`src/rtl/corelet_ctrl.sv`:
```
// corelet_ctrl: tile sequencer for the compute corelet.
// Fetches kernel rows, then activation rows, from xmem into L0. Issues
// weight-load and execute opcodes on the 34-bit inst bus and drains the
// OFIFO into pmem. One start pulse runs a whole tile, and a one-cycle done
// pulse ends it.
// Optional: define CORELET_CTRL_STALL_CNT_EN to add the stall_cnt output.
module corelet_ctrl #(
    parameter int row    = 8,
    parameter int col    = 8,
    parameter int addr_w = 11,
    parameter int n_act  = 36,
    parameter int cnt_w  = 8
) (
    input  logic              clk,
    input  logic              reset,
    input  logic              start,
    input  logic [addr_w-1:0] kern_base,
    input  logic [addr_w-1:0] act_base,
    input  logic [addr_w-1:0] psum_base,
    input  logic              relu_en,
    input  logic              l0_full,
    input  logic              l0_ready,
    input  logic              ofifo_valid,
    input  logic              ofifo_full,
    output logic [33:0]       inst,
    output logic              xmem_cen,
    output logic [addr_w-1:0] xmem_a,
    output logic              pmem_cen,
    output logic              pmem_wen,
    output logic [addr_w-1:0] pmem_a,
    output logic              busy,
    output logic              done
`ifdef CORELET_CTRL_STALL_CNT_EN
    ,
    output logic [cnt_w+7:0]  stall_cnt
`endif
);

    typedef enum logic [2:0] {
        S_IDLE,
        S_KLOAD,
        S_KFLUSH,
        S_EXEC,
        S_DRAIN,
        S_DONE
    } state_t;

    state_t             state;
    logic [cnt_w-1:0]   fetch_cnt;
    logic [cnt_w-1:0]   rd_cnt;
    logic [cnt_w-1:0]   out_cnt;
    logic [cnt_w-1:0]   flush_cnt;
    logic [addr_w-1:0]  kern_q;
    logic [addr_w-1:0]  act_q;
    logic [addr_w-1:0]  psum_q;
    logic               relu_q;
    logic               l0_wr_q;

    logic               fetch_ph;
    logic [cnt_w-1:0]   tgt;
    logic               fetch_go;
    logic               feed_go;
    logic               drain_go;
    logic [addr_w-1:0]  fetch_base;

    // OFIFO full is a status input only; the drain is paced by ofifo_valid.
    logic               ofifo_full_unused;
    assign ofifo_full_unused = ofifo_full;

    // Per-cycle fetch/feed/drain decisions. These are combinational so that
    // each handshake reacts in the same cycle as the L0/OFIFO status it
    // depends on.
    always_comb begin
        fetch_ph   = (state == S_KLOAD) || (state == S_EXEC);
        tgt        = (state == S_KLOAD) ? cnt_w'(col) : cnt_w'(n_act);
        fetch_go   = fetch_ph && !l0_full && !l0_wr_q && (fetch_cnt < tgt);
        feed_go    = fetch_ph && l0_ready && (rd_cnt < tgt);
        drain_go   = ((state == S_EXEC) || (state == S_DRAIN)) && ofifo_valid
                     && (out_cnt < cnt_w'(n_act));
        fetch_base = (state == S_KLOAD) ? kern_q : act_q;
    end

    // Drive the memory ports and the inst bus from the decisions above.
    // Addresses are forced to 0 whenever the matching port is idle.
    always_comb begin
        inst      = '0;
        inst[1:0] = feed_go ? ((state == S_KLOAD) ? 2'b01 : 2'b10) : 2'b00;
        inst[2]   = l0_wr_q;
        inst[3]   = feed_go;
        inst[6]   = drain_go;
        inst[33]  = relu_q;
        xmem_cen  = !fetch_go;
        xmem_a    = fetch_go ? (fetch_base + addr_w'(fetch_cnt)) : '0;
        pmem_cen  = !drain_go;
        pmem_wen  = !drain_go;
        pmem_a    = drain_go ? (psum_q + addr_w'(out_cnt)) : '0;
        busy      = (state != S_IDLE);
        done      = (state == S_DONE);
    end

    // Tile FSM, counters and captured tile configuration.
    always_ff @(posedge clk or negedge reset) begin
        if (!reset) begin
            state     <= S_IDLE;
            fetch_cnt <= '0;
            rd_cnt    <= '0;
            out_cnt   <= '0;
            flush_cnt <= '0;
            kern_q    <= '0;
            act_q     <= '0;
            psum_q    <= '0;
            relu_q    <= 1'b0;
            l0_wr_q   <= 1'b0;
        end else begin
            // xmem has one cycle of read latency, so the L0 write follows the issue
            l0_wr_q <= fetch_go;
            if (fetch_go) fetch_cnt <= fetch_cnt + cnt_w'(1);
            if (feed_go)  rd_cnt    <= rd_cnt + cnt_w'(1);
            if (drain_go) out_cnt   <= out_cnt + cnt_w'(1);
            case (state)
                S_IDLE: begin
                    if (start) begin
                        kern_q    <= kern_base;
                        act_q     <= act_base;
                        psum_q    <= psum_base;
                        relu_q    <= relu_en;
                        fetch_cnt <= '0;
                        rd_cnt    <= '0;
                        out_cnt   <= '0;
                        flush_cnt <= '0;
                        state     <= S_KLOAD;
                    end
                end
                S_KLOAD: begin
                    // The fetch/feed counters are cleared here rather than on EXEC
                    // entry; nothing touches them during the flush.
                    if (feed_go && (rd_cnt == cnt_w'(col - 1))) begin
                        fetch_cnt <= '0;
                        rd_cnt    <= '0;
                        flush_cnt <= '0;
                        state     <= S_KFLUSH;
                    end
                end
                S_KFLUSH: begin
                    flush_cnt <= flush_cnt + cnt_w'(1);
                    if (flush_cnt == cnt_w'(row + col - 1)) state <= S_EXEC;
                end
                S_EXEC: begin
                    if (feed_go && (rd_cnt == cnt_w'(n_act - 1))) state <= S_DRAIN;
                end
                S_DRAIN: begin
                    if (out_cnt == cnt_w'(n_act)) state <= S_DONE;
                end
                S_DONE: begin
                    relu_q <= 1'b0;
                    state  <= S_IDLE;
                end
                default: state <= S_IDLE;
            endcase
        end
    end

`ifdef CORELET_CTRL_STALL_CNT_EN
    // Count busy cycles lost to L0 backpressure or to waiting on the OFIFO in DRAIN.
    always_ff @(posedge clk or negedge reset) begin
        if (!reset) begin
            stall_cnt <= '0;
        end else if ((state == S_IDLE) && start) begin
            stall_cnt <= '0;
        end else if (busy && ((fetch_ph && l0_full && !l0_wr_q && (fetch_cnt < tgt))
                     || ((state == S_DRAIN) && !ofifo_valid && (out_cnt < cnt_w'(n_act))))) begin
            stall_cnt <= stall_cnt + (cnt_w+8)'(1);
        end
    end
`endif

endmodule

```
`config.mk`:
```
export PLATFORM = sky130hd
export DESIGN_NAME = corelet_ctrl
export DESIGN_NICKNAME = d
export VERILOG_FILES = /design/src/rtl/corelet_ctrl.sv
export SDC_FILE = /design/constraint.sdc
export NUM_CORES = 1
export LEC_CHECK = 0
export CORE_MARGIN = 8
export CORE_UTILIZATION = 36
export CTS_CLUSTER_DIAMETER = 50
export DETAILED_ROUTE_END_ITERATION = 12
export PLACE_DENSITY = 0.69
export SLEW_MARGIN = 40
export SYNTH_ARGS = -nofsm -noshare
export SYNTH_HDL_FRONTEND = slang
export SYNTH_SLANG_ARGS = --single-unit
```
`constraint.sdc`:
```
create_clock -name clk -period 4.7 [get_ports clk]
set_clock_uncertainty 0.15 [all_clocks]
set_input_delay 0.705 -clock clk [delete_from_list [all_inputs] [get_ports clk]]
set_output_delay 0.705 -clock clk [all_outputs]
set_load 0.1 [all_outputs]
```
# Word level (Yosys, flattened, before mapping)
# Index checks and enable logic that the tools add are counted.
[op_classes]
reduce_logical = 23
n_mul = 0
n_eq_ne = 14
n_lt_le_gt_ge = 3
shifts = 0
n_addsub = 6
mux = 28
n_bitwise = 0
div = 0
[ops]
columns = ["cell", "count"]
rows = [
  ["$mux W8", 11],
  ["$mux W11", 3],
  ["$add A8 B1 Y8 const B", 4],
  ["$pmux W8 S2", 2],
  ["$pmux W8 S3", 1],
  ["$add A11 B8 Y11", 2],
  ["$eq A8 B6 Y1 const B", 2],
  ["$lt A8 B6 Y1", 2],
  ["$mux W3", 5],
  ["$pmux W3 S5", 1],
  ["$logic_and A1 B1 Y1", 9],
  ["$eq A8 B3 Y1 const B", 1],
  ["$eq A8 B4 Y1 const B", 1],
  ["$lt A8 B6 Y1 const B", 1],
  ["$eq A3 B2 Y1 const B", 2],
  ["$eq A3 B3 Y1 const B", 2],
  ["$mux W6", 1],
  ["$ne A2 B1 Y1 const B", 3],
  ["$reduce_bool A3 Y1", 2],
  ["$reduce_and A5 Y1", 1],
  ["$logic_not A1 Y1", 4],
  ["$mux W2", 2],
  ["$ne A2 B2 Y1 const B", 2],
  ["$reduce_and A2 Y1", 2],
  ["other kinds (7)", 8],
]
[totals]
inputBits = 41
n_memories = 0
wordCells = 84
ramBits = 0
mem_bits_ro = 0
output_inout_bits = 61
reg_bits = 70
latchBits = 0

# Logic depth before layout (Yosys ltp)
# Gate-level depths: netlist (run 1).
[logic_depth]
depth_word = 8
depth_mapped = 15
ltp_nobuf = 12

# Worst setup path before layout (run 1)
# No wires, ideal clock.
[synth_path]
kind = "flip-flop to output port"
startpoint = "register state[0]"
endpoint = "output xmem_a[5]"
t_arrival_ns = 4.206
required_time_ns = 3.845
path_buffers = 5
stages_incl_launch_ff = 14
setup_slack_ns = -0.361
cell_sequence = "dfrtp_1 -> buf_6 -> nor3b_2 -> clkbuf_8 -> inv_1 -> buf_1 -> ha_1 -> or3_1 -> a21oi_1 -> o2111a_1 -> buf_4 -> inv_2 -> buf_2 -> a21oi_1"
[synth_via]
elab_chain_cells = 6
elab_cells_between_ends = 11
cone_classes = "add/sub (1); order compare (1); eq/ne (2); mux (3); reduce/logical (4)"
[synth_lines]
columns = ["element", "line", "source"]
rows = [
  ["start: declaration", "48", "state_t state;"],
  ["start signal: assignment", "104", "state <= S_IDLE;"],
  ["start signal: assignment", "131", "state <= S_KLOAD;"],
  ["start signal: assignment", "141", "state <= S_KFLUSH;"],
  ["parallel branches: the longest is 4 deep, another holds $lt A8 B6 Y1", "-", ""],
  ["$logic_and A1 B1 Y1 (*)", "76", "fetch_go = fetch_ph && !l0_full && !l0_wr_q && (fetch_cnt < tgt);"],
  ["net fetch_go", "61", "logic fetch_go;"],
  ["$mux W11 (*)", "93", "xmem_a = fetch_go ? (fetch_base + addr_w'(fetch_cnt)) : '0;"],
  ["end: declaration", "27", "output logic [addr_w-1:0] xmem_a,"],
]
# Mark *: on every way through the listed nets, which the timed path passes.

# Worst setup path after layout (run 1)
[layout_path]
startpoint = "register state[0]"
endpoint = "output xmem_a[10]"
[layout_via]
elab_chain_cells = 6
elab_cells_between_ends = 11
cone_classes = "add/sub (1); order compare (1); eq/ne (2); mux (3); reduce/logical (4)"
[layout_lines]
columns = ["element", "line"]
rows = [
  ["parallel branches: the longest is 5 deep, another holds $add A11 B8 Y11", "-"],
  ["$mux W11 (*)", "93"],
]
# Mark *: on every way between the ends.

==> flow_summary.json, run 1 <==
{
  "drt_iter0_drc": 165,
  "wire_per_inst_um": 14.0,
  "drv_slew": 0,
  "p_comb_share_pct": 26.9,
  "async_reset_ff_share_pct": 100,
  "tightest_slew_ps": 631,
  "synth_largest_area_cell": "dfrtp_1",
  "via_per_inst": 4.73,
  "timing.rr.start": "state[1]",
  "r2r_slack_ps": 1510,
  "worstPathArrival_ps": 3570,
  "max_freq_ghz": 0.226,
  "period_share_pct": 94.1,
  "slew_headroom_pct": 58.0,
  "synth.top_cell.area_share_pct": 39.3,
  "power.total_mw": 1.91,
  "ant_nets": 0,
  "p_sw_mw": 0.683,
  "syn_inst": 526,
  "crit_chain": "nor3b_2 -> buf_4 -> nand2_1 -> nand2_1 -> ha_1 -> fa_1 -> a21oi_1 -> o311ai_0 -> o41ai_1 -> a21oi_1 -> xor2_1 -> nor2_2 -> buf_12",
  "syn-cell-area_um2": 4450,
  "cts_setup_buffers": 0,
  "crit_buf_inv": 2,
  "powerDensity_nw_per_um2": 342,
  "cts_tree": "done",
  "ys_types": 60,
  "cts.clk_slew.worst_paths_ps": 60,
  "hold_viol": 0,
  "dieHeight_um": 127,
  "worst_setup_path_end_kind": "output pin",
  "critPathLaunchType": "flop",
  "gp_congestion": 0.892,
  "setup.worst_path.class": "flop to output pin",
  "post_cts_resized": 0,
  "drive_gt1_share_pct": 12.8,
  "rr_worst_depth": 10,
  "synth_edf_count": 0,
  "io_buffers": 72,
  "die_area_um2": 16200,
  "num_vias": 3615,
  "critPathMaxStageDelay_ps": 480,
  "vdd_drop_max_mv": 0.185,
  "r2r_end": "state[0]",
  "critPathMaxFanout": 19,
  "antenna_found_initial": 0,
  "core.rowCount": 40,
  "fin_crit_ps": 4420,
  "grt_util_all_layers_pct": 13.6,
  "clk-insertion-delay-late_ps": 330,
  "area_delta_synth_final_pct": 25.7,
  "required_ps": 3850,
  "dr.pass1.iters": 4,
  "clock_path_buffers": 2,
  "setup_viol": 0,
  "hold_path_class": "input port to asynchronous set/reset pin",
  "antenna_cells": 0,
  "place_area_um2": 5280,
  "cts_htree_levels": 3,
  "grt_max_degree": 45,
  "final_cell_area_um2": 5600,
  "fill_cells": 1137,
  "stdcell_count": 764,
  "p_int_mw": 1.23,
  "ys_seq_area_share_pct": 39.3,
  "swShare_pct": 35.7,
  "cp_top_family": "compound AO/OA/AOI/OAI gates",
  "final_common_cell": "nand2_1",
  "cts_sinks": 70,
  "grt_overflow": 0,
  "initial_core_util_pct": 36.9,
  "coreArea_um2": 12100,
  "pwr-share-seq_pct": 35.2,
  "p_leak_nw": 2.76,
  "cts_root_buf": "clkbuf_16",
  "postCtsHoldBufs": 0,
  "p_clk_share_pct": 37.9,
  "drc": 0,
  "outcome": "complete, no violations",
  "die_x_um": 127,
  "cts_inserted_buffers": 9,
  "placedCellCount": 748,
  "synth.avg_cell_area_um2": 8.47,
  "layout_common_cells": "nand2_1 (150), dfrtp_1 (70), nor2_1 (52)",
  "tns_ps": 0,
  "routed_wl_um": 10700,
  "grt_pass1_wl_um": 18200,
  "final_nets": 657,
  "synth-seq-cells": 70,
  "io_pins": 102,
  "crit_cells": 13,
  "dp_hpwl_um": 8220,
  "yosys_warnings": 0,
  "slowest_stage": "o41ai_1",
  "synthFlopType": "dfrtp_1",
  "grt_pass1_vias": 3807,
  "rsz0062_at_grt": "false",
  "cap_violations": 0,
  "synthTopCellsByArea": "dfrtp_1 (39%), nand2_1 (13%), ha_1 (6.5%), buf_4 (5.9%), nor2_1 (4.5%)"
}
[registers in the layout (all words and copies together) (netlist names), 3 cells and up]
| name | count |
|---|---|
| out_cnt | 8 |
| psum_q | 11 |
| kern_q | 11 |
| state | 3 |
| act_q | 11 |
| fetch_cnt | 8 |
| rd_cnt | 8 |
| flush_cnt | 8 |
[how the worst max path moves through the flow]
stage / start / endpoint / slack [ps]
finish: state[0] / xmem_a[10] / 280
global placement: state[1] / xmem_a[10] / 710
CTS: state[0] / xmem_a[10] / 290
floorplan: state[0] / xmem_a[2] / -160
detailed placement: state[1] / xmem_a[10] / 640
global route: state[0] / xmem_a[10] / 20
[final cells by class]
| cell class | count | area (um^2) | area share [%] |
|---|---|---|---|
| Multi-Input combinational cell | 408 | 2370 | 42.2 |
| Sequential cell | 70 | 1750 | 31.3 |
| Timing Repair Buffer | 80 | 866 | 15.5 |
| Clock buffer | 10 | 239 | 4.27 |
| Tap cell | 168 | 210 | 3.75 |
| Clock inverter | 6 | 85.1 | 1.52 |
| Inverter | 22 | 82.6 | 1.47 |
[cells in the mapped netlist, types with 2 or more instances]
library cell    n
a211o_1         2
a211oi_1        3
a21o_1          3
a21oi_1        22
a41oi_1         3
and2_1         10
and3_1          3
and4_1          2
buf_1           2
buf_2           2
buf_4          35
buf_6           3
clkbuf_1        9
dfrtp_1        70
fa_1            2
ha_1           23
inv_1          20
mux2_2          2
mux2i_1         5
nand2_1       150
nand3_1        12
nand4_1         7
nor2_1         53
nor3_1          3
nor4_1          2
o2111a_1        2
o21a_1          2
o21ai_0         6
o21bai_1        3
o31ai_1         2
o41ai_1         2
or2_2           2
or3_1           2
or3_4           2
xnor2_1        13
xor2_1         18
[stage by stage]
stage / util [%] / hold slack (ps) / setup slack [ps]
2_1_floorplan: - / 259 / -164
3_3_place_gp: 43.9 / 307 / 708
3_5_place_dp: 43.7 / 318 / 641
4_1_cts: 46.4 / 254 / 288
5_1_grt: 46.4 / 295 / 23.2
6_report: 46.4 / 247 / 277
[power groups by stage]
stage | combinational [mW] | clock (mW) | sequential, mW
3_3_place_gp | 0.510 | 0 | 0.681
5_1_grt | 0.544 | 0.761 | 0.678
6_report | 0.515 | 0.724 | 0.675
3_5_place_dp | 0.516 | 0 | 0.684
4_1_cts | 0.517 | 0.739 | 0.674
2_1_floorplan | 0.428 | 0 | 0.671
[worst reg2reg max path, delay by kind of cell (launching register included)]
family	cells	cell delay (ps)
AO/OA/AOI/OAI	1	190
AND/OR/NAND/NOR	4	990
flip-flops	1	480
multiplexers	1	280
adder cells (fa/ha/maj)	2	640
buffers and inverters	2	340
[metal layers]
layer | wire [um] | GRT usage [%] | vias up
li1 | - | - | 1797
met1 | 4920 | 17.1 | 1699
met2 | 5010 | 22.5 | 101
met3 | 484 | 2.45 | 18
met4 | 245 | 5.88 | 0
met5 | 0 | 0 | -
[cell families (layout without fill, tap and decap cells)]
| logic type | Yosys count | count (layout) | share of synthesized area, % |
|---|---|---|---|
| and+or+nand+nor | 257 | 257 | 25.1 |
| buffers and inverters | 75 | 118 | 10.1 |
| DFF | 70 | 70 | 39.3 |
| AOI/OAI and AO/OA | 59 | 59 | 10.1 |
| xor gates and xnor gates | 31 | 31 | 6.10 |
| adders and majority gates | 26 | 26 | 7.61 |
| muxes | 7 | 7 | 1.63 |
| other | 1 | 28 | 0.0842 |
Power figures use the tool's default switching activity.
==> inputs of run 2 (changes only) <==
==> constraint.sdc (replaced) <==
create_clock -name clk -period 4.7 [get_ports clk]
set_clock_uncertainty 0.15 [all_clocks]
set_input_delay 0.47 -clock clk [delete_from_list [all_inputs] [get_ports clk]]
set_output_delay 0.47 -clock clk [all_outputs]
set_load 0.1 [all_outputs]
==> flow_summary.json, run 2 (synthesized netlist as in run 1, its figures left out) <==
{
  "drc": 0,
  "worstPathArrival_ps": 3680,
  "clock_path_buffers": 2,
  "setup_viol": 0,
  "stdcell_count": 764,
  "drt_iter0_drc": 204,
  "cts_setup_buffers": 0,
  "cts.clk_slew.worst_paths_ps": 50,
  "grt_pass1_vias": 3812,
  "critPathLaunchType": "flop",
  "post-place-ws_ps": 665,
  "dieHeight_um": 127,
  "final_nets": 657,
  "grt_util_all_layers_pct": 13.8,
  "outcome": "complete, no violations",
  "num_vias": 3646,
  "clk-insertion-delay-late_ps": 330,
  "placedCellCount": 747,
  "dp_hpwl_um": 8240,
  "cts_sinks": 70,
  "period_share_pct": 91.4,
  "tns_ps": 0,
  "grt_pass1_wl_um": 18100,
  "fin_crit_ps": 4300,
  "worst_setup_path_end_kind": "output pin",
  "dr.pass1.iters": 4,
  "gp_congestion": 0.853,
  "grt_max_degree": 45,
  "final_cell_area_um2": 5620,
  "whs_path_depth": 2,
  "final_common_cell": "nand2_1",
  "via_per_inst": 4.77,
  "p_leak_nw": 2.77,
  "grt_overflow": 0,
  "rr_worst_depth": 9,
  "rsz0062_at_grt": "false",
  "die_x_um": 127,
  "reg.largest.list": "act_q: 11 flops, kern_q: 11 flops, psum_q: 11 flops",
  "ant_nets": 0,
  "drv_slew": 0,
  "core.rowCount": 40,
  "layout_common_cells": "nand2_1 (150), dfrtp_1 (70), nor2_1 (52)",
  "slew_headroom_pct": 57.0,
  "drive_gt1_share_pct": 12.6,
  "required_ps": 4080,
  "cap_violations": 0,
  "io_pins": 102,
  "hold_path_class": "flop to flop",
  "io_buffers": 72,
  "antenna_found_initial": 0,
  "cts_htree_levels": 3,
  "wire_per_inst_um": 14.2,
  "hold_viol": 0,
  "setup.worst_path.class": "flop to output pin",
  "vdd_drop_max_mv": 0.189,
  "tightest_slew_ps": 636,
  "die_area_um2": 16200,
  "max_freq_ghz": 0.233,
  "power.total_mw": 1.95,
  "cts_root_buf": "clkbuf_16",
  "coreArea_um2": 12100,
  "critPathMaxFanout": 13,
  "powerDensity_nw_per_um2": 346,
  "fill_cells": 1160,
  "cts_inserted_buffers": 9,
  "antenna_cells": 0,
  "routed_wl_um": 10800,
  "initial_core_util_pct": 36.9,
  "area_delta_synth_final_pct": 26.2,
  "worst_slack_ps": 402,
  "place_area_um2": 5270,
  "cts_tree": "done"
}
-- run 2: through the flow --
stage          util (%)  hold slack [ps]
6_report           46.6              323
5_1_grt            46.6              356
4_1_cts            46.5              330
3_5_place_dp       43.7              316
3_3_place_gp       43.8              308
2_1_floorplan         -             24.4
-- run 2: worst paths after layout --
path	start	to	slack (ps)
max	state[1]	xmem_a[10]	400
min	kern_q[0]	kern_q[0]	320
max reg2reg	state[0]	state[0]	1470
min reg2reg	kern_q[0]	kern_q[0]	320
max in group asynchronous	reset	kern_q[1]	2850
min in group asynchronous	reset	flush_cnt[2]	560
-- run 2: routing by layer --
| metal | routed length, um | vias up | track usage, % |
|---|---|---|---|
| met3 | 579 | 24 | 2.25 |
| met1 | 4680 | 1703 | 16.8 |
| met5 | 0 | - | 0 |
| met4 | 358 | 0 | 8.33 |
| met2 | 5210 | 118 | 22.5 |
| li1 | - | 1801 | - |
-- run 2: area by class of cell --
type	count	area, um^2	share of cell area [%]
Timing Repair Buffer	80	868	15.4
Tap cell	168	210	3.74
Clock buffer	13	270	4.81
Multi-Input combinational cell	408	2370	42.2
Clock inverter	3	65.1	1.16
Sequential cell	70	1750	31.2
Inverter	22	82.6	1.47
-- run 2: critical path, cell delays in order (launching register included) --
cell	delay, ps
dfrtp_1	490
nor3b_2	250
inv_1	280
nand2_1	160
nand2_1	80
ha_1	230
fa_1	420
a21oi_1	190
o311ai_0	220
o41ai_2	350
a21oi_1	90
xor2_1	180
nor2_2	190
buf_12	210
-- run 2: timing repair --
item | in CTS | in global routing
hold buffers | 1 | 0
gates resized for setup | 0 | 1
endpoints found under the hold margin | 11 | 0
setup endpoints to repair | 0 | 1
-- run 2: power by group --
| group | total, mW | internal (mW) | switching [mW] |
|---|---|---|---|
| Clock | 0.756 | 0.507 | 0.249 |
| Combinational | 0.517 | 0.126 | 0.391 |
| Sequential | 0.674 | 0.629 | 0.0453 |
